**src/rtl/membus_arbiter_if.sv**
```systemverilog
// Requester-side bus of the BRAM arbiter: one instance per requester (CPU, DMA).
interface membus_arbiter_if #(
  parameter int unsigned ADDR_W = 14
);
  logic              req;
  logic              lock;
  logic [3:0]        we;
  logic [ADDR_W-1:0] addr;
  logic [31:0]       wdata;
  logic              gnt;
  logic              rvalid;
  logic [31:0]       rdata;

  // Requester drives the access, arbiter answers with grant and read data.
  modport master (
    output req, lock, we, addr, wdata,
    input  gnt, rvalid, rdata
  );

  modport slave (
    input  req, lock, we, addr, wdata,
    output gnt, rvalid, rdata
  );
endinterface

```
**src/rtl/membus_arbiter.sv**
```systemverilog
// membus_arbiter: shares the BRAM data port between the CPU load/store path and a
// DMA requester. Round-robin arbitration with an optional bounded burst lock; the
// granted access is registered onto the BRAM port and read data returns two cycles
// after the grant to the requester that issued it.
module membus_arbiter #(
  parameter int unsigned ADDR_W    = 14,
  parameter int unsigned MAX_BURST = 8
) (
  input  logic              clk,
  input  logic              rst_n,
  membus_arbiter_if.slave   cpu,
  membus_arbiter_if.slave   dma,
  output logic              mem_en,
  output logic [3:0]        mem_we,
  output logic [ADDR_W-1:0] mem_addr,
  output logic [31:0]       mem_wdata,
  input  logic [31:0]       mem_rdata
);

  localparam logic       IdCpu    = 1'b0;
  localparam logic       IdDma    = 1'b1;
  localparam logic [8:0] MaxBurst = 9'(MAX_BURST);

  // Arbitration state
  logic       last;
  logic       lock_act;
  logic       owner;
  logic [7:0] beats;
  logic       last_d;
  logic       lock_act_d;
  logic       owner_d;
  logic [7:0] beats_d;

  // Read-tag pipeline: stage 1 aligns with mem_*, stage 2 with mem_rdata
  logic rd_v1;
  logic rd_id1;
  logic rd_v2;
  logic rd_id2;

  logic [1:0]        req;
  logic [1:0]        lck;
  logic              gnt_any;
  logic              gnt_id;
  logic              g_lock;
  logic [3:0]        g_we;
  logic [ADDR_W-1:0] g_addr;
  logic [31:0]       g_wdata;
  logic              cpu_rv;
  logic              dma_rv;

  assign req = {dma.req, cpu.req};
  assign lck = {dma.lock, cpu.lock};

  // Grant choice: a live burst owner goes first, otherwise alternate against last.
  always_comb begin
    gnt_any = 1'b0;
    gnt_id  = IdCpu;
    if (lock_act && req[owner] && ({1'b0, beats} < MaxBurst)) begin
      gnt_any = 1'b1;
      gnt_id  = owner;
    end else if (req[0] && req[1]) begin
      gnt_any = 1'b1;
      gnt_id  = ~last;
    end else if (req[0]) begin
      gnt_any = 1'b1;
      gnt_id  = IdCpu;
    end else if (req[1]) begin
      gnt_any = 1'b1;
      gnt_id  = IdDma;
    end
  end

  // Payload of the granted requester.
  always_comb begin
    if (gnt_id == IdDma) begin
      g_lock  = dma.lock;
      g_we    = dma.we;
      g_addr  = dma.addr;
      g_wdata = dma.wdata;
    end else begin
      g_lock  = cpu.lock;
      g_we    = cpu.we;
      g_addr  = cpu.addr;
      g_wdata = cpu.wdata;
    end
  end

  // Burst-lock and last-grant next state.
  always_comb begin
    last_d     = last;
    lock_act_d = lock_act;
    owner_d    = owner;
    beats_d    = beats;
    // Owner walking away ends its burst even without a grant this cycle.
    if (lock_act && !req[owner]) begin
      lock_act_d = 1'b0;
      beats_d    = 8'd0;
    end
    if (gnt_any) begin
      last_d = gnt_id;
      if (g_lock && (!lock_act || (owner != gnt_id))) begin
        lock_act_d = 1'b1;
        owner_d    = gnt_id;
        beats_d    = 8'd1;
      end else if (g_lock) begin
        beats_d = beats + 8'd1;
      end else begin
        lock_act_d = 1'b0;
        beats_d    = 8'd0;
      end
      // Exhausted burst releases so the other side wins the next contention.
      if (lock_act_d && ({1'b0, beats_d} >= MaxBurst)) begin
        lock_act_d = 1'b0;
        beats_d    = 8'd0;
      end
    end
  end

  // Arbitration state registers.
  always_ff @(posedge clk or negedge rst_n) begin
    if (!rst_n) begin
      last     <= IdDma;
      lock_act <= 1'b0;
      owner    <= IdCpu;
      beats    <= 8'd0;
    end else begin
      last     <= last_d;
      lock_act <= lock_act_d;
      owner    <= owner_d;
      beats    <= beats_d;
    end
  end

  // Registered BRAM port; address and data hold when idle.
  always_ff @(posedge clk or negedge rst_n) begin
    if (!rst_n) begin
      mem_en    <= 1'b0;
      mem_we    <= 4'd0;
      mem_addr  <= '0;
      mem_wdata <= 32'd0;
    end else if (gnt_any) begin
      mem_en    <= 1'b1;
      mem_we    <= g_we;
      mem_addr  <= g_addr;
      mem_wdata <= g_wdata;
    end else begin
      mem_en <= 1'b0;
      mem_we <= 4'd0;
    end
  end

  // Read-tag pipeline; reset drops any read still in flight.
  always_ff @(posedge clk or negedge rst_n) begin
    if (!rst_n) begin
      rd_v1  <= 1'b0;
      rd_id1 <= IdCpu;
      rd_v2  <= 1'b0;
      rd_id2 <= IdCpu;
    end else begin
      rd_v1  <= gnt_any && (g_we == 4'd0);
      rd_id1 <= gnt_id;
      rd_v2  <= rd_v1;
      rd_id2 <= rd_id1;
    end
  end

  assign cpu_rv = rd_v2 && (rd_id2 == IdCpu);
  assign dma_rv = rd_v2 && (rd_id2 == IdDma);

  assign cpu.gnt    = rst_n && gnt_any && (gnt_id == IdCpu);
  assign dma.gnt    = rst_n && gnt_any && (gnt_id == IdDma);
  assign cpu.rvalid = cpu_rv;
  assign dma.rvalid = dma_rv;
  assign cpu.rdata  = cpu_rv ? mem_rdata : 32'd0;
  assign dma.rdata  = dma_rv ? mem_rdata : 32'd0;

endmodule

```
**src/flat_wrapper.sv**
```systemverilog
// flat-port wrapper written by rule: the top's interface ports become plain ports
module membus_arbiter_flat 
#(
  parameter int unsigned ADDR_W    = 14,
  parameter int unsigned MAX_BURST = 8
)
  (clk, rst_n, mem_en, mem_we, mem_addr, mem_wdata, mem_rdata, cpu_req, cpu_lock, cpu_we, cpu_addr, cpu_wdata, cpu_gnt, cpu_rvalid, cpu_rdata, dma_req, dma_lock, dma_we, dma_addr, dma_wdata, dma_gnt, dma_rvalid, dma_rdata);
  membus_arbiter_if #(.ADDR_W(ADDR_W)) cpu_i ();
  membus_arbiter_if #(.ADDR_W(ADDR_W)) dma_i ();
  input  logic clk;
  input  logic rst_n;
  output logic mem_en;
  output logic [3:0] mem_we;
  output logic [ADDR_W-1:0] mem_addr;
  output logic [31:0] mem_wdata;
  input  logic [31:0] mem_rdata;
  input wire logic [$bits(cpu_i.req)-1:0] cpu_req;
  input wire logic [$bits(cpu_i.lock)-1:0] cpu_lock;
  input wire logic [$bits(cpu_i.we)-1:0] cpu_we;
  input wire logic [$bits(cpu_i.addr)-1:0] cpu_addr;
  input wire logic [$bits(cpu_i.wdata)-1:0] cpu_wdata;
  output wire logic [$bits(cpu_i.gnt)-1:0] cpu_gnt;
  output wire logic [$bits(cpu_i.rvalid)-1:0] cpu_rvalid;
  output wire logic [$bits(cpu_i.rdata)-1:0] cpu_rdata;
  input wire logic [$bits(dma_i.req)-1:0] dma_req;
  input wire logic [$bits(dma_i.lock)-1:0] dma_lock;
  input wire logic [$bits(dma_i.we)-1:0] dma_we;
  input wire logic [$bits(dma_i.addr)-1:0] dma_addr;
  input wire logic [$bits(dma_i.wdata)-1:0] dma_wdata;
  output wire logic [$bits(dma_i.gnt)-1:0] dma_gnt;
  output wire logic [$bits(dma_i.rvalid)-1:0] dma_rvalid;
  output wire logic [$bits(dma_i.rdata)-1:0] dma_rdata;
  assign cpu_i.req = cpu_req;
  assign cpu_i.lock = cpu_lock;
  assign cpu_i.we = cpu_we;
  assign cpu_i.addr = cpu_addr;
  assign cpu_i.wdata = cpu_wdata;
  assign cpu_gnt = cpu_i.gnt;
  assign cpu_rvalid = cpu_i.rvalid;
  assign cpu_rdata = cpu_i.rdata;
  assign dma_i.req = dma_req;
  assign dma_i.lock = dma_lock;
  assign dma_i.we = dma_we;
  assign dma_i.addr = dma_addr;
  assign dma_i.wdata = dma_wdata;
  assign dma_gnt = dma_i.gnt;
  assign dma_rvalid = dma_i.rvalid;
  assign dma_rdata = dma_i.rdata;
  membus_arbiter #(.ADDR_W(ADDR_W), .MAX_BURST(MAX_BURST)) u_core (.clk(clk), .rst_n(rst_n), .cpu(cpu_i), .dma(dma_i), .mem_en(mem_en), .mem_we(mem_we), .mem_addr(mem_addr), .mem_wdata(mem_wdata), .mem_rdata(mem_rdata));
endmodule
```
**config.mk**
```make
export PLATFORM = sky130hd
export DESIGN_NAME = membus_arbiter_flat
export DESIGN_NICKNAME = d
export VERILOG_FILES = /design/src/rtl/membus_arbiter_if.sv /design/src/rtl/membus_arbiter.sv /design/src/flat_wrapper.sv
export SDC_FILE = /design/constraint.sdc
export NUM_CORES = 1
export LEC_CHECK = 0
export CAP_MARGIN = 10
export CORE_MARGIN = 2
export CORE_UTILIZATION = 35
export DETAILED_ROUTE_END_ITERATION = 8
export PLACE_DENSITY = 0.83
export SETUP_SLACK_MARGIN = 0.5
export SLEW_MARGIN = 20
export SYNTH_ARGS = -nofsm -noshare
export SYNTH_HDL_FRONTEND = slang
export SYNTH_SLANG_ARGS = --single-unit
```
**constraint.sdc**
```tcl
create_clock -name clk -period 3.1 [get_ports clk]
set_clock_uncertainty 0.2 [all_clocks]
set_input_delay 0.31 -clock clk [delete_from_list [all_inputs] [get_ports clk]]
set_output_delay 0.31 -clock clk [all_outputs]
set_load 0.05 [all_outputs]
```
==> flow_summary.ini, run 1 <==
[global_routing]
grt_pass1_wl_mm = 19.6
antenna_found_initial = 0
grt_usage = 0.222
overflow = 0
grt_max_degree = 94
grt_pass1_vias = 3922

[clock_tree]
cts_tree = built
clk_pin_slew_ps = 80
clkLatencyLatePin_ps = 340
cts_buffers = 9
clockBufferDepth = 2
clock-sinks = 66
cts_root_buf = clkbuf_8
htreeDepth = 3

[timing]
fin_tns_setup_ps = 0
rsz0062_at_grt = true
worstMarginPinSlew_ps = 537
slew_headroom = 0.641
min_period_over_period = 0.816
fmax_mhz = 396
setup_viol = 0
finalMaxSlewViolations = 0
hold_violations = 0
finalCriticalPeriod_ps = 2530

[setup_path]
cp-end-kind = output port
required_ps = 2590
setup.worst_path.start_class = register
arrival_ps = 2020
critPathKind = register to output port
cp_max_fo = 3

[floorplanning]
rows = 36
die_w_um = 105
start_util = 0.363
die_h_um = 105
pin_count = 257
core_sq_um = 9860
die-area_sq_um = 11000

[routing]
wl_per_cell_um = 17.0
drc = 0
antenna_left = 0
vias = 3758
routed_via_density = 4.95
wl_mm = 12.9
first_pass_iters = 4
drt_iter0_drc = 163

[power]
p_leak_nw = 3.56
swShare = 0.420
netSwitchingPower_mw = 1.69
clkPwrFrac = 0.186
combPwrFrac = 0.537
p_per_area_nw_per_um2 = 584
p_int_mw = 2.33
seq_power_share = 0.278
totalPowerFinal_mw = 4.03
irDropWorstVdd_mv = 0.330

[synthesis]
syn_avg_cell_area_sq_um = 9.66
yosysWarningCount = 0
netlist_area_sq_um = 3580
syn-num-nets = 509
synth_cells = 370
ys_types = 40
ys_seq_area_frac = 0.462
ys_seq_elements = 66

[place]
post-place-cells = 740
place.port_buffers = 256
place_hpwl_mm = 9.79
gp_congestion = 0.882

[layout]
final_cell_mix = clkdlybuf4s50_1, dfrtp_1, mux2i_1
syn2layout_area_growth_pct = 92.9
layout_commonest_cell = clkdlybuf4s50_1
finalNonFillerCells = 759
diodes = 0
nNetsFinal = 761
drive_gt1_frac = 0.117

[run_status]
status = complete, no violations

[run]
drv_cap = 0

[min_path]
hp-class = register to register
==> synthesized netlist by cell type, drive strengths merged <==
cell     number  area (sq um)
dfrtp        65          1630
mux2i        55           551
nand2        48           183
o21ai        47           235
and3         41           258
and2         34           213
clkbuf       21          88.8
nor2         11          41.3
buf           6          63.8
inv           4          15.0
nand2b        4          25.0
nand4         4          25.0
a211oi        2          15.0
a21oi         2          10.0
a32o          2          21.3
mux2          2          22.5
nand3         2          10.0
nor2b         2          12.5
nor3          2          10.0
or3           2          13.8
or3b          2          17.5
a2111oi       1          8.76
a211o         1          8.76
a21boi        1          7.51
a22o          1          8.76
a22oi         1          7.51
dfstp         1          26.3
ha            1          12.5
nor3b         1          7.51
nor4          1          6.26
nor4b         1          8.76
o311ai        1          8.76
or4           1          7.51
==> stage by stage <==
| stage | utilization | setup WS (ps) | hold WS (ps) | area [sq um] |
|---|---|---|---|---|
| after floorplan | - | 651 | -186 | 3580 |
| after global placement | 0.668 | 407 | 131 | 6590 |
| after detailed placement | 0.668 | 285 | 134 | 6590 |
| after CTS | 0.692 | 519 | 166 | 6830 |
| after global routing | 0.699 | 444 | 174 | 6900 |
| final | 0.699 | 572 | 162 | 6900 |
==> logic make-up (layout without fill, tap and decap cells) <==
logic type / count (synthesis) / after routing / share of synthesized area
AOI/OAI and AO/OA: 59 / 59 / 0.0927
adders and majority gates: 1 / 1 / 0.00350
buffers and inverters: 31 / 287 / 0.0469
DFF: 66 / 66 / 0.462
muxes: 57 / 57 / 0.160
and+or+nand+nor: 156 / 156 / 0.234
==> registers in the layout (all words and copies together), names as in the netlist <==
name,flops
u_core.owner,1
u_core.rd_id1,1
u_core.rd_v1,1
u_core.mem_wdata,32
u_core.lock_act,1
u_core.beats,8
u_core.rd_id2,1
u_core.last,1
u_core.mem_addr,14
u_core.mem_we,4
u_core.mem_en,1
u_core.rd_v2,1
==> worst max-delay path, cell delays in order (launching register included) <==
cell     delay, ps
dfrtp_2        370
mux2_2         350
nand4_1        100
buf_4          150
mux2i_4        240
inv_1          100
and3_1         180
buf_4          180
==> metal layers <==
metal / up-vias / global-route usage / share of wire
li1: 1792 / - / -
met1: 1751 / 0.218 / 0.35
met2: 185 / 0.430 / 0.55
met3: 30 / 0.0586 / 0.070
met4: 0 / 0.100 / 0.031
met5: - / 0 / 0
==> final timing paths <==
path / from / end / slack [ps] / cells past startpoint
max in group asynchronous: rst_n / u_core.mem_wdata[3]$_DFFE_PN0P_ / 1560 / 4
max reg2reg: u_core.beats[0]$_DFFE_PN0P_ / u_core.beats[2]$_DFFE_PN0P_ / 710 / 6
min in group asynchronous: rst_n / u_core.owner$_DFFE_PN0P_ / 300 / 3
max: u_core.owner$_DFFE_PN0P_ / dma_gnt / 570 / 7
min reg2reg: u_core.rd_id1$_DFF_PN0_ / u_core.rd_id2$_DFF_PN0_ / 160 / 0
min: u_core.rd_id1$_DFF_PN0_ / u_core.rd_id2$_DFF_PN0_ / 160 / 0
==> area by class of cell <==
cell class,instances,area [sq um]
repair buffers,268,3080
fillers,712,2970
multi-input cells,273,1780
flip-flops and latches,66,1650
clock buffers,13,169
well taps,133,166
clock inverters,2,35.0
inverters,4,15.0
==> power groups by stage <==
stage	registers, mW	clock network [mW]	logic [mW]
after global routing	1.14	0.802	2.25
after floorplan	1.56	0	0.839
after global placement	1.13	0	2.10
after detailed placement	1.14	0	2.13
final	1.12	0.747	2.16
after CTS	1.12	0.763	2.17
==> timing repair <==
item,in CTS,in global routing
buffers inserted,3,0
hold buffers,1,0
endpoints found under the setup margin,2,30
resized for setup,3,29
pin swaps,1,0
hold endpoints to repair,26,0
(Power assumes the default switching activity.)
==> run 2: changes to the inputs <==
Settings changed: CORE_UTILIZATION 35 to 32, PLACE_DENSITY 0.83 to 0.8.
Clock period 3.1 ns to 2.3 ns, I/O delays scaled along.
==> run 2 against run 1 <==
The flow now finishes with violations (negative setup slack). Clock-buffer cell count grew 1. Cell area up 18%. Largest power group unchanged. Via count rose by 9.5%. Critical path depth stayed put. Clock power increased by 33%. Critical path type is now primary input to output port. Highest routed layer unchanged.
==> flow_summary.ini, run 2 (same netlist as run 1, synthesis figures left out) <==
[timing]
hold_violations = 0
setup_viol = 2
finalMaxSlewViolations = 0
min_period_over_period = 1.02
setup_slack_ps = -41.3
fmax_mhz = 427
slew_headroom = 0.583
rsz0062_at_grt = true
worstMarginPinSlew_ps = 625
finalCriticalPeriod_ps = 2340

[place]
place_hpwl_mm = 10.1
gp_congestion = 0.824
post-place-cells = 757
place.port_buffers = 256

[power]
p_per_area_nw_per_um2 = 785
totalPowerFinal_mw = 6.40
p_int_mw = 3.75
clkPwrFrac = 0.155
combPwrFrac = 0.608
swShare = 0.413
p_leak_nw = 3.65
seq_power_share = 0.237
irDropWorstVdd_mv = 0.451
netSwitchingPower_mw = 2.64

[floorplanning]
rows = 38
die_h_um = 110
core_sq_um = 10900
die_w_um = 110
pin_count = 257
die-area_sq_um = 12000
start_util = 0.328

[layout]
layout_commonest_cell = clkdlybuf4s50_1
final_cell_mix = clkdlybuf4s50_1, buf_12, dfrtp_1
syn2layout_area_growth_pct = 128
reg_top3 = u_core.mem_wdata: 32 flops, u_core.mem_addr: 14 flops, u_core.beats: 8 flops
finalNonFillerCells = 809
nNetsFinal = 801
final_util = 0.748
top_register = u_core.mem_wdata
fill_cells = 687
drive_gt1_frac = 0.345
largest_register_ffs = 32

[clock_tree]
clk_pin_slew_ps = 80
cts_buffers = 9
clockBufferDepth = 2
cts_root_buf = clkbuf_8
htreeDepth = 3
clkLatencyLatePin_ps = 340
cts_tree = built
clock-sinks = 66

[routing]
wl_per_cell_um = 20.6
drc = 0
antenna_left = 0
drt_iter0_drc = 181
routed_via_density = 5.09
first_pass_iters = 4
vias = 4114
wl_mm = 16.7

[setup_path]
arrival_ps = 1910
cp-end-kind = output port
critPathKind = primary input to output port
cp_max_fo = 6
setup.worst_path.start_class = primary input
required_ps = 1870

[run_status]
violations = negative setup slack
status = finished, violations left

[global_routing]
grt_max_degree = 73
grt_pass1_wl_mm = 22.1
overflow = 0
antenna_found_initial = 2
grt_pass1_vias = 4129
grt_usage = 0.244

[min_path]
hp-class = register to register

[run]
drv_cap = 0
-- run 2: final timing paths --
path                                          startpoint                              end  depth (start not counted)  slack (ps)
worst max-delay path                             dma_req                          dma_gnt                          7         -40
min in group asynchronous                          rst_n          u_core.rd_id2$_DFF_PN0_                          3         290
worst max register to register  u_core.owner$_DFFE_PN0P_   u_core.mem_addr[7]$_DFFE_PN0P_                          8           0
worst min register to register   u_core.rd_id1$_DFF_PN0_          u_core.rd_id2$_DFF_PN0_                          0         160
max in group asynchronous                          rst_n  u_core.mem_wdata[3]$_DFFE_PN0P_                          3        1190
worst min-delay path             u_core.rd_id1$_DFF_PN0_          u_core.rd_id2$_DFF_PN0_                          0         160
-- run 2: power by group through the flow --
stage	sequential, mW	clock (mW)	combinational [mW]
final	1.52	0.990	3.89
after global routing	1.54	1.06	4.02
after CTS	1.51	1.01	3.55
after detailed placement	1.53	0	3.09
after global placement	1.52	0	3.04
after floorplan	2.11	0	1.16
-- run 2: worst max-delay path, cell delays in order --
cell	delay, ps
clkdlybuf4s50_1	530
buf_4	190
a21boi_0	410
mux2i_4	140
inv_2	80
and3_4	180
buf_8	140
-- run 2: cell type report --
class                   instances  area, sq um  share of cell area
diodes                          2         5.00            0.000614
clock buffers                  14          163              0.0200
clock inverters                 2         35.0             0.00430
inverters                       4         15.0             0.00184
multi-input cells             273         2170               0.266
flip-flops and latches         66         1660               0.204
well taps                     140          175              0.0215
repair buffers                308         3930               0.482
-- run 2: through the flow --
step | hold slack (ps) | area, sq um | setup WS [ps] | setup TNS, ps
floorplan | -266 | 3640 | 124 | 0
global placement | 97.4 | 7060 | -89.3 | -3300
detailed placement | 110 | 7060 | -242 | -8520
CTS | 145 | 7890 | -19.4 | -32.2
global route | 165 | 8150 | -108 | -2360
finish | 157 | 8150 | -41.3 | -51.7
-- run 2: metal layers --
layer	global-route usage	share of wire	up-vias
li1	-	-	1880
met1	0.237	0.34	1989
met2	0.478	0.53	203
met3	0.0688	0.083	42
met4	0.0967	0.044	0
met5	0	0	-
-- run 2: repair_timing --
| item | in CTS | in global routing |
|---|---|---|
| hold buffers | 1 | 0 |
| cloned | 8 | 6 |
| buffers inserted | 13 | 6 |
| endpoints found under the setup margin | 175 | 125 |
| endpoints found under the hold margin | 65 | 0 |
| pin swaps | 50 | 6 |
| resized for setup | 161 | 17 |
